## config.mk

```make
export PLATFORM = sky130hd
export DESIGN_NAME = usb_piso_stream
export DESIGN_NICKNAME = d
export VERILOG_FILES = /design/src/rtl/usb_tx_pkg.sv /design/src/rtl/usb_tx_hold_buf.sv /design/src/rtl/usb_piso_stream.sv
export SDC_FILE = /design/constraint.sdc
export NUM_CORES = 1
export LEC_CHECK = 0
export CAP_MARGIN = 20
export CORE_ASPECT_RATIO = 1.75
export CORE_MARGIN = 3
export CORE_UTILIZATION = 57
export DETAILED_ROUTE_END_ITERATION = 10
export GPL_TIMING_DRIVEN = 0
export PLACE_DENSITY = 0.83
export SKIP_CTS_REPAIR_TIMING = 1
export SLEW_MARGIN = 20
export SYNTH_ARGS = -nofsm -noshare
export SYNTH_HDL_FRONTEND = slang
export SYNTH_HIERARCHICAL = 1
export SYNTH_SLANG_ARGS = --single-unit
```

## constraint.sdc

```tcl
create_clock -name clk -period 2.14 [get_ports clk]
set_clock_uncertainty 0.15 [all_clocks]
set_input_delay 0.642 -clock clk [delete_from_list [all_inputs] [get_ports clk]]
set_output_delay 0.642 -clock clk [all_outputs]
set_load 0.01 [all_outputs]
```

## src/rtl/usb_tx_pkg.sv

```systemverilog
// -----------------------------------------------------------------------------
// usb_tx_pkg
// Shared types and constants for the USB transmit serialiser slice.
//   piso_state_t : serialiser FSM state (IDLE / SHIFT)
//   USB_BYTE_W   : natural USB word width, used as the default data width
// -----------------------------------------------------------------------------
package usb_tx_pkg;

  typedef enum logic {
    IDLE  = 1'b0,
    SHIFT = 1'b1
  } piso_state_t;

  localparam int USB_BYTE_W = 8;

endpackage

```

## src/rtl/usb_tx_hold_buf.sv

```systemverilog
// -----------------------------------------------------------------------------
// usb_tx_hold_buf
// Single-entry valid/ready holding buffer carrying {last, data} between the
// word producer and the serialiser's shift register.
// Ports:
//   clk_i          system clock
//   rst_i          synchronous active-high reset
//   abort_i        synchronous flush (same effect as reset)
//   push_valid_i   producer offers a word
//   push_data_i    offered word
//   push_last_i    offered word ends the packet
//   push_ready_o   registered: buffer empty and able to accept
//   pop_i          consumer takes the held word this edge
//   hold_valid_o   buffer holds a word
//   hold_data_o    held word
//   hold_last_o    held word ends the packet
// -----------------------------------------------------------------------------
module usb_tx_hold_buf
  import usb_tx_pkg::*;
#(
  parameter int DATA_W = USB_BYTE_W
) (
  input  logic              clk_i,
  input  logic              rst_i,
  input  logic              abort_i,
  input  logic              push_valid_i,
  input  logic [DATA_W-1:0] push_data_i,
  input  logic              push_last_i,
  output logic              push_ready_o,
  input  logic              pop_i,
  output logic              hold_valid_o,
  output logic [DATA_W-1:0] hold_data_o,
  output logic              hold_last_o
);

  logic              valid_q, valid_d;
  logic [DATA_W-1:0] data_q, data_d;
  logic              last_q, last_d;
  logic              ready_q, ready_d;
  logic              accept_s;

  // Push only when the registered ready says the slot is empty; a push and a
  // pop can therefore never coincide (pop requires the slot to be full).
  assign accept_s = push_valid_i && ready_q;

  // Next-state for the holding slot and its registered ready flag.
  always_comb begin
    valid_d = valid_q;
    data_d  = data_q;
    last_d  = last_q;
    if (accept_s) begin
      valid_d = 1'b1;
      data_d  = push_data_i;
      last_d  = push_last_i;
    end else if (pop_i) begin
      valid_d = 1'b0;
    end else begin
      valid_d = valid_q;
    end
    // ready is computed from the next occupancy so it is a pure register output
    ready_d = ~valid_d;
  end

  // Slot registers with reset/abort flush.
  always_ff @(posedge clk_i) begin
    if (rst_i || abort_i) begin
      valid_q <= 1'b0;
      data_q  <= '0;
      last_q  <= 1'b0;
      ready_q <= 1'b1;
    end else begin
      valid_q <= valid_d;
      data_q  <= data_d;
      last_q  <= last_d;
      ready_q <= ready_d;
    end
  end

  assign push_ready_o = ready_q;
  assign hold_valid_o = valid_q;
  assign hold_data_o  = data_q;
  assign hold_last_o  = last_q;

endmodule

```

## src/rtl/usb_piso_stream.sv

```systemverilog
// -----------------------------------------------------------------------------
// usb_piso_stream
// Parallel-in/serial-out serialiser for the USB transmit path. Words arrive
// over valid/ready into a one-entry holding buffer and are shifted out one bit
// per shift_enable strobe. Consecutive words of a packet stream with no bit
// gap; end-of-packet, underrun and abort are signalled/handled explicitly.
// Ports:
//   clk           system clock
//   RST           synchronous active-high reset
//   in_valid      word offered
//   in_data       word to serialise
//   in_last       word is the final word of its packet
//   in_ready      registered: holding buffer empty
//   shift_enable  bit strobe (ignored in IDLE)
//   abort         synchronous flush of all state
//   serial_out    registered serial bit
//   serial_valid  pulse: serial_out updated this cycle
//   busy          FSM is in SHIFT
//   word_done     pulse: last bit of a word has left
//   pkt_done      pulse: last bit of an in_last word has left
//   underrun      pulse: non-last word finished with an empty buffer
// -----------------------------------------------------------------------------
module usb_piso_stream
  import usb_tx_pkg::*;
#(
  parameter int   DATA_W    = USB_BYTE_W,
  parameter bit   LSB_FIRST = 1'b1,
  parameter logic IDLE_BIT  = 1'b1
) (
  input  logic              clk,
  input  logic              RST,
  input  logic              in_valid,
  input  logic [DATA_W-1:0] in_data,
  input  logic              in_last,
  output logic              in_ready,
  input  logic              shift_enable,
  input  logic              abort,
  output logic              serial_out,
  output logic              serial_valid,
  output logic              busy,
  output logic              word_done,
  output logic              pkt_done,
  output logic              underrun
);

  localparam int CNT_W = $clog2(DATA_W);
  localparam logic [CNT_W-1:0] LAST_CNT = CNT_W'(DATA_W - 1);

  piso_state_t       state_q, state_d;
  logic [DATA_W-1:0] shreg_q, shreg_d;
  logic              cur_last_q, cur_last_d;
  logic [CNT_W-1:0]  bit_cnt_q, bit_cnt_d;
  logic              serial_out_q, serial_out_d;
  logic              serial_valid_q, serial_valid_d;
  logic              word_done_q, word_done_d;
  logic              pkt_done_q, pkt_done_d;
  logic              underrun_q, underrun_d;

  logic              pop_s;
  logic              hold_valid_s;
  logic [DATA_W-1:0] hold_data_s;
  logic              hold_last_s;

  usb_tx_hold_buf #(
    .DATA_W(DATA_W)
  ) u_hold (
    .clk_i        (clk),
    .rst_i        (RST),
    .abort_i      (abort),
    .push_valid_i (in_valid),
    .push_data_i  (in_data),
    .push_last_i  (in_last),
    .push_ready_o (in_ready),
    .pop_i        (pop_s),
    .hold_valid_o (hold_valid_s),
    .hold_data_o  (hold_data_s),
    .hold_last_o  (hold_last_s)
  );

  // FSM next-state, shifter, bit counter and registered output pulses.
  always_comb begin
    state_d        = state_q;
    shreg_d        = shreg_q;
    cur_last_d     = cur_last_q;
    bit_cnt_d      = bit_cnt_q;
    serial_out_d   = serial_out_q;
    serial_valid_d = 1'b0;
    word_done_d    = 1'b0;
    pkt_done_d     = 1'b0;
    underrun_d     = 1'b0;
    pop_s          = 1'b0;

    case (state_q)
      IDLE: begin
        if (hold_valid_s) begin
          shreg_d    = hold_data_s;
          cur_last_d = hold_last_s;
          bit_cnt_d  = '0;
          pop_s      = 1'b1;
          state_d    = SHIFT;
        end else begin
          state_d = IDLE;
        end
      end

      SHIFT: begin
        if (shift_enable) begin
          serial_valid_d = 1'b1;
          if (LSB_FIRST) begin
            serial_out_d = shreg_q[0];
            shreg_d      = {1'b0, shreg_q[DATA_W-1:1]};
          end else begin
            serial_out_d = shreg_q[DATA_W-1];
            shreg_d      = {shreg_q[DATA_W-2:0], 1'b0};
          end

          if (bit_cnt_q == LAST_CNT) begin
            // Final bit of the word: explicit wrap, then decide what follows.
            word_done_d = 1'b1;
            bit_cnt_d   = '0;
            if (cur_last_q) begin
              // A waiting word is picked up from IDLE on the next edge.
              pkt_done_d = 1'b1;
              state_d    = IDLE;
            end else if (hold_valid_s) begin
              // Gapless: next word enters the shifter on this same edge.
              shreg_d    = hold_data_s;
              cur_last_d = hold_last_s;
              pop_s      = 1'b1;
              state_d    = SHIFT;
            end else begin
              underrun_d = 1'b1;
              state_d    = IDLE;
            end
          end else begin
            bit_cnt_d = bit_cnt_q + CNT_W'(1);
          end
        end else begin
          state_d = SHIFT;
        end
      end

      default: begin
        state_d = IDLE;
      end
    endcase
  end

  // State and output registers; abort flushes exactly like reset.
  always_ff @(posedge clk) begin
    if (RST || abort) begin
      state_q        <= IDLE;
      shreg_q        <= '0;
      cur_last_q     <= 1'b0;
      bit_cnt_q      <= '0;
      serial_out_q   <= IDLE_BIT;
      serial_valid_q <= 1'b0;
      word_done_q    <= 1'b0;
      pkt_done_q     <= 1'b0;
      underrun_q     <= 1'b0;
    end else begin
      state_q        <= state_d;
      shreg_q        <= shreg_d;
      cur_last_q     <= cur_last_d;
      bit_cnt_q      <= bit_cnt_d;
      serial_out_q   <= serial_out_d;
      serial_valid_q <= serial_valid_d;
      word_done_q    <= word_done_d;
      pkt_done_q     <= pkt_done_d;
      underrun_q     <= underrun_d;
    end
  end

  assign serial_out   = serial_out_q;
  assign serial_valid = serial_valid_q;
  assign busy         = (state_q == SHIFT);
  assign word_done    = word_done_q;
  assign pkt_done     = pkt_done_q;
  assign underrun     = underrun_q;

endmodule
```

Yosys cells after proc, flatten, opt, wreduce, memory -nomap -nowiden

Index checks and enable logic that the tools add are counted.
Widths: inputs -> output; s select.

Bits in registers: 29
Input bits: 14

Add/sub/neg operators: 1
Eq/ne operators: 4
Multiplexer cells: 30
Bitwise operators: 4
Reductions and logical operators: 9

Operator list:

| kind                | number |
|---|---|
| $mux 8              | 5 |
| $mux 1              | 17 |
| $pmux 8 s2          | 1 |
| $mux 3              | 3 |
| $pmux 1 s2          | 3 |
| $pmux 3 s2          | 1 |
| $reduce_or 5->1     | 1 |
| $ne 2x1->1 const B  | 2 |
| $not 1->1           | 4 |
| $reduce_and 2->1    | 2 |
| $reduce_or 4->1     | 1 |
| $add 3x1->3 const B | 1 |
| $eq 3x3->1 const B  | 1 |
| $reduce_and 3->1    | 1 |
| $reduce_or 3->1     | 1 |
| $ne 2x2->1 const B  | 1 |
| $reduce_or 2->1     | 1 |
| $logic_and 1x1->1   | 1 |
| $logic_or 1x1->1    | 1 |

Depth between registers and ports, before layout

Word-level depth: 8
Gate-level depth with buffers: 6

By module

The synthesis kept the hierarchy.

Modules (own cells, without submodules):

| module          | times used | cells an instance | area an instance (um^2) | seq. area each (um^2) |
|---|---|---|---|---|
| usb_piso_stream | 1          | 92                | 824.5                   | 360.3 |
| usb_tx_hold_buf | 1          | 48                | 593.1                   | 220.2 |

Worst setup path before layout

OpenSTA, ideal clock, no wires.

Path type: input to register
Start point: input shift_enable
End point: register u_hold.ready_q, in the netlist u_hold/push_ready_o
Setup time: 114 ps
Arrival time: 1245 ps
Slack: 631 ps
Stages on the path: 5
Cell sequence: buf_2 nand3b_1 a21oi_1 nand2b_1 a21o_1

Cells in the longest elaborated chain, start to end: 5

Ends and longest elaborated chain:

| item                 | line                   | source |
|---|---|---|
| from (decl)          | usb_piso_stream.sv:36  | `input logic shift_enable,` |
| $mux 1               | usb_piso_stream.sv:107 | `if (shift_enable) begin` |
| $pmux 1 s2           | usb_piso_stream.sv:93  | `case (state_q)` |
| named net pop_s      | usb_piso_stream.sv:59  | `logic pop_s;` |
| $mux 1               | usb_tx_hold_buf.sv:55  | `end else if (pop_i) begin` |
| $mux 1               | usb_tx_hold_buf.sv:51  | `if (accept_s) begin` |
| $not 1->1            | usb_tx_hold_buf.sv:61  | `ready_d = ~valid_d;` |
| to (signal assigned) | usb_tx_hold_buf.sv:75  | `ready_q <= ready_d;` |
| to (decl)            | usb_tx_hold_buf.sv:39  | `logic ready_q, ready_d;` |

The timed path passes the listed nets, and every way through them passes these cells.
A chain may end at the register's enable or synchronous reset.

Final worst setup path

Start point: register state_q, in the netlist busy
End point: output busy

RTL lines:

| item                   | line                   | source |
|---|---|---|
| from (decl)            | usb_piso_stream.sv:49  | `piso_state_t state_q, state_d;` |
| from (signal assigned) | usb_piso_stream.sv:162 | `state_q <= state_d;` |
| to (decl)              | usb_piso_stream.sv:40  | `output logic busy,` |

No word-level cell between the ends.

==> summary.md <==
| Metric | Value |
|---|---|
| Antenna violations before repair | 0 |
| Buffers on Ports | 19 |
| Final Hold Fails | 0 |
| I/O pins | 21 |
| CP Depth | 1 |
| Largest net degree at the start of global routing | 11 |
| CP top delay family | buffers and inverters |
| Main combinational cell family by area after synthesis | compound AO/OA/AOI/OAI gates |
| Peak supply drop | 0.000962 V |
| Wire per inst | 15.4 um |
| Ys async rst share | 0 |
| Met1 Use GR | 0.207 |
| Clock share of power | 0.463 |
| TritonCTS buffer count | 5 |
| Initial DRC Count | 30 |
| Dpl cells | 184 |
| Mean Syn Cell Area | 10.1 sq um |
| Fin. max-slew vios | 0 |
| Max clock buf depth | 2 |
| Internal power | 0.996 mW |
| Hold Path End | serial_out |
| Synth Area in Adders | 0.0265 |
| Core ar. | 2330 sq um |
| CTS tree | done |
| Crit end category | primary output |
| Detail Route Antenna Nets | 0 |
| CTS root buf | clkbuf_8 |
| Grt met3 use | 0.0620 |
| Layout Cells excl Fill | 192 |
| Hold Path Stages | 2 |
| Crit Reg-Reg Endpoint | shreg_q[6] |
| Fmax | 481 MHz |
| Die width | 43.7 um |
| Total GRT Usage | 0.211 |
| Synth cell types | 35 |
| DRT Pass-1 Iters | 4 |
| Area of the multi-input gates | 724 sq um |
| Fillers | 186 |
| Grt met2 use | 0.388 |
| Compound-cell area share of the yosys netlist | 0.287 |
| CTS clk-pin slew, worst paths | 0.06 ns |
| Seq cells post-synth | 29 |
| DRT Wirelength | 2960 um |
| TNS Setup | 0 ns |
| Lkg Pwr | 0.651 nW |
| Worst R2R Setup Slack | 0.49 ns |
| Critical-path top delay cell | clkdlybuf4s50_1 |
| Worst endpoint required time | 1.35 ns |
| Syn Nets | 157 |
| Initial Util | 0.608 |
| Crit path launch type | register |
| Sink Count | 29 |
| Pwr Density | 729 nW/um^2 |
| Vias per inst | 5.86 |
| Worst-margin pin slew | 0.500 ns |
| Gr ovfl total | 0 |
| Cell Chain, Critical Path | clkdlybuf4s50_1 |
| Final worst-path cycle share | 0.971 |
| First-pass GRT wire length | 5060 um |
| HP Class | register to register |
| CP Buf/Inv Count | 1 |
| Row cnt | 23 |
| Critical R2R Launch | bit_cnt_q[0] |
| Antenna cells | 0 |
| P&R area growth vs syn | 23.8% |
| Reg area | 581 sq um |
| Sw Share | 0.222 |
| XOR/XNOR share of the synthesized area | 0 |
| Worst-skew pair later-pin latency | 0.29 ns |
| RSZ-0062 raised after global routing | no |
| RD Place Congestion | 0.730 |
| Die area | 3150 sq um |
| DPL Wire Length | 2100 um |
| Dpl ws | 0.0682 ns |
| Sequential share of power | 0.437 |
| Sequential element share of the synthesized area | 0.410 |
| Die height | 72.0 um |
| Mux contribution to synthesized area | 0.0177 |
| R2R depth | 5 |
| Post-synth EDFFs | 0 |
| Mapped cell area | 1420 sq um |
| Worst Setup Path Type | register to primary output |
| H-tree depth | 2 |
| Comb power frac | 0.100 |
| NetSw | 0.284 mW |
| Worst rel slew slack | 0.660 |
| Drt drc | 0 |
| Vias in the first global route | 1157 |
| Crit-path max cell delay | 0.57 ns |
| Hold path start | serial_out |
| Cells after Synth | 140 |
| Simple-gate share of the synthesized area | 0.180 |
| Nets | 183 |
| GR peak layer | met2 |
| Min cycle time layout | 2.08 ns |
| MaxCap Viol Count | 0 |
| Synth warnings | 6 |
| Final WS setup | 0.0624 ns |
| Proportion of layout cells with a drive suffix above 1 | 0.305 |
| Routed via count | 1126 |
| Final setup violation count | 0 |
| Crit path DAT | 1.29 ns |
| Crit path max fanout | 4 |
| Ys flop type | dfxtp_1 |
| Status | complete, no violations |
[metal layers]
| metal | routed length [um] | vias to the layer above |
|---|---|---|
| met1 | 1110 | 523 |
| met3 | 159 | 6 |
| met4 | 55 | 0 |
| li1 | - | 561 |
| met2 | 1630 | 36 |
| met5 | 0 | - |
[synthesized netlist by cell type, types with 2 or more instances]
master,count,share of area
nand2b_1,2,0.0088
buf_6,4,0.032
nand3b_1,2,0.011
dfxtp_1,29,0.41
a21oi_1,9,0.032
o21ai_0,15,0.053
nand3_1,2,0.0071
a21bo_2,9,0.064
ha_1,3,0.026
o21ai_1,2,0.0071
buf_12,2,0.028
nand2_1,5,0.013
and2_1,2,0.0088
nand3_2,9,0.064
a32oi_1,3,0.019
nor2_1,6,0.016
a31oi_1,8,0.035
a21oi_2,10,0.062
buf_4,2,0.011
[worst max path at each step]
stage	start	end	slack, ns
floorplan	shift_enable	u_hold/push_ready_o	0.63
global placement	shift_enable	u_hold/hold_valid_o	0.07
detailed placement	abort	shreg_q[0]	0.07
CTS	busy	busy	0.07
global route	busy	busy	0.04
finish	busy	busy	0.06
[state kept, by name (all words and copies together), names as in the netlist]
register and flops:
shreg_q 8, u_hold/hold_data_o 8, bit_cnt_q 3, busy 1, cur_last_q 1, pkt_done 1, serial_out 1, serial_valid 1
u_hold/hold_last_o 1, u_hold/hold_valid_o 1, u_hold/push_ready_o 1, underrun 1, word_done 1
[final cells by class]
| type | instances | area share |
|---|---|---|
| multi-input cells | 100 | 0.413 |
| clock buffers | 7 | 0.0492 |
| well taps | 25 | 0.0178 |
| clock inverters | 1 | 0.0171 |
| flip-flops and latches | 29 | 0.331 |
| repair buffers | 19 | 0.108 |
| inverters | 2 | 0.00428 |
| plain buffers | 9 | 0.0599 |
[metrics by stage]
stage           util  hold WS, ns  area (sq um)  power [mW]
2_1_floorplan      -        0.291          1420       0.653
3_3_place_gp   0.703        0.301          1640       0.694
3_5_place_dp   0.703        0.303          1640       0.697
4_1_cts        0.753        0.318          1760        1.28
5_1_grt        0.753        0.336          1760        1.31
6_report       0.753        0.312          1760        1.28
[cell families (layout without fill, tap and decap cells)]
logic type,Yosys count,after routing
AOI/OAI and AO/OA,59,59
adders and majority gates,3,3
buffers and inverters,11,38
DFF,29,29
muxes,2,2
and+or+nand+nor,36,36
[layout by cell type, fill, tap and decap left out, types with 3 or more instances in the layout]
master / instances
a32oi_1: 3
dfxtp_1: 29
clkbuf_8: 6
a31oi_1: 8
a21bo_2: 9
ha_1: 3
a21oi_1: 9
o21ai_0: 15
buf_6: 4
nand3_2: 9
nand2_1: 5
clkdlybuf4s50_1: 19
a21oi_2: 10
nor2_1: 6
[power groups by stage]
stage	Sequential [mW]	Combinational, mW	Clock (mW)
2_1_floorplan	0.570	0.0831	0
3_3_place_gp	0.570	0.124	0
6_report	0.559	0.128	0.593
4_1_cts	0.559	0.128	0.593
3_5_place_dp	0.571	0.127	0
5_1_grt	0.560	0.139	0.616
(Power assumes the default switching activity.)
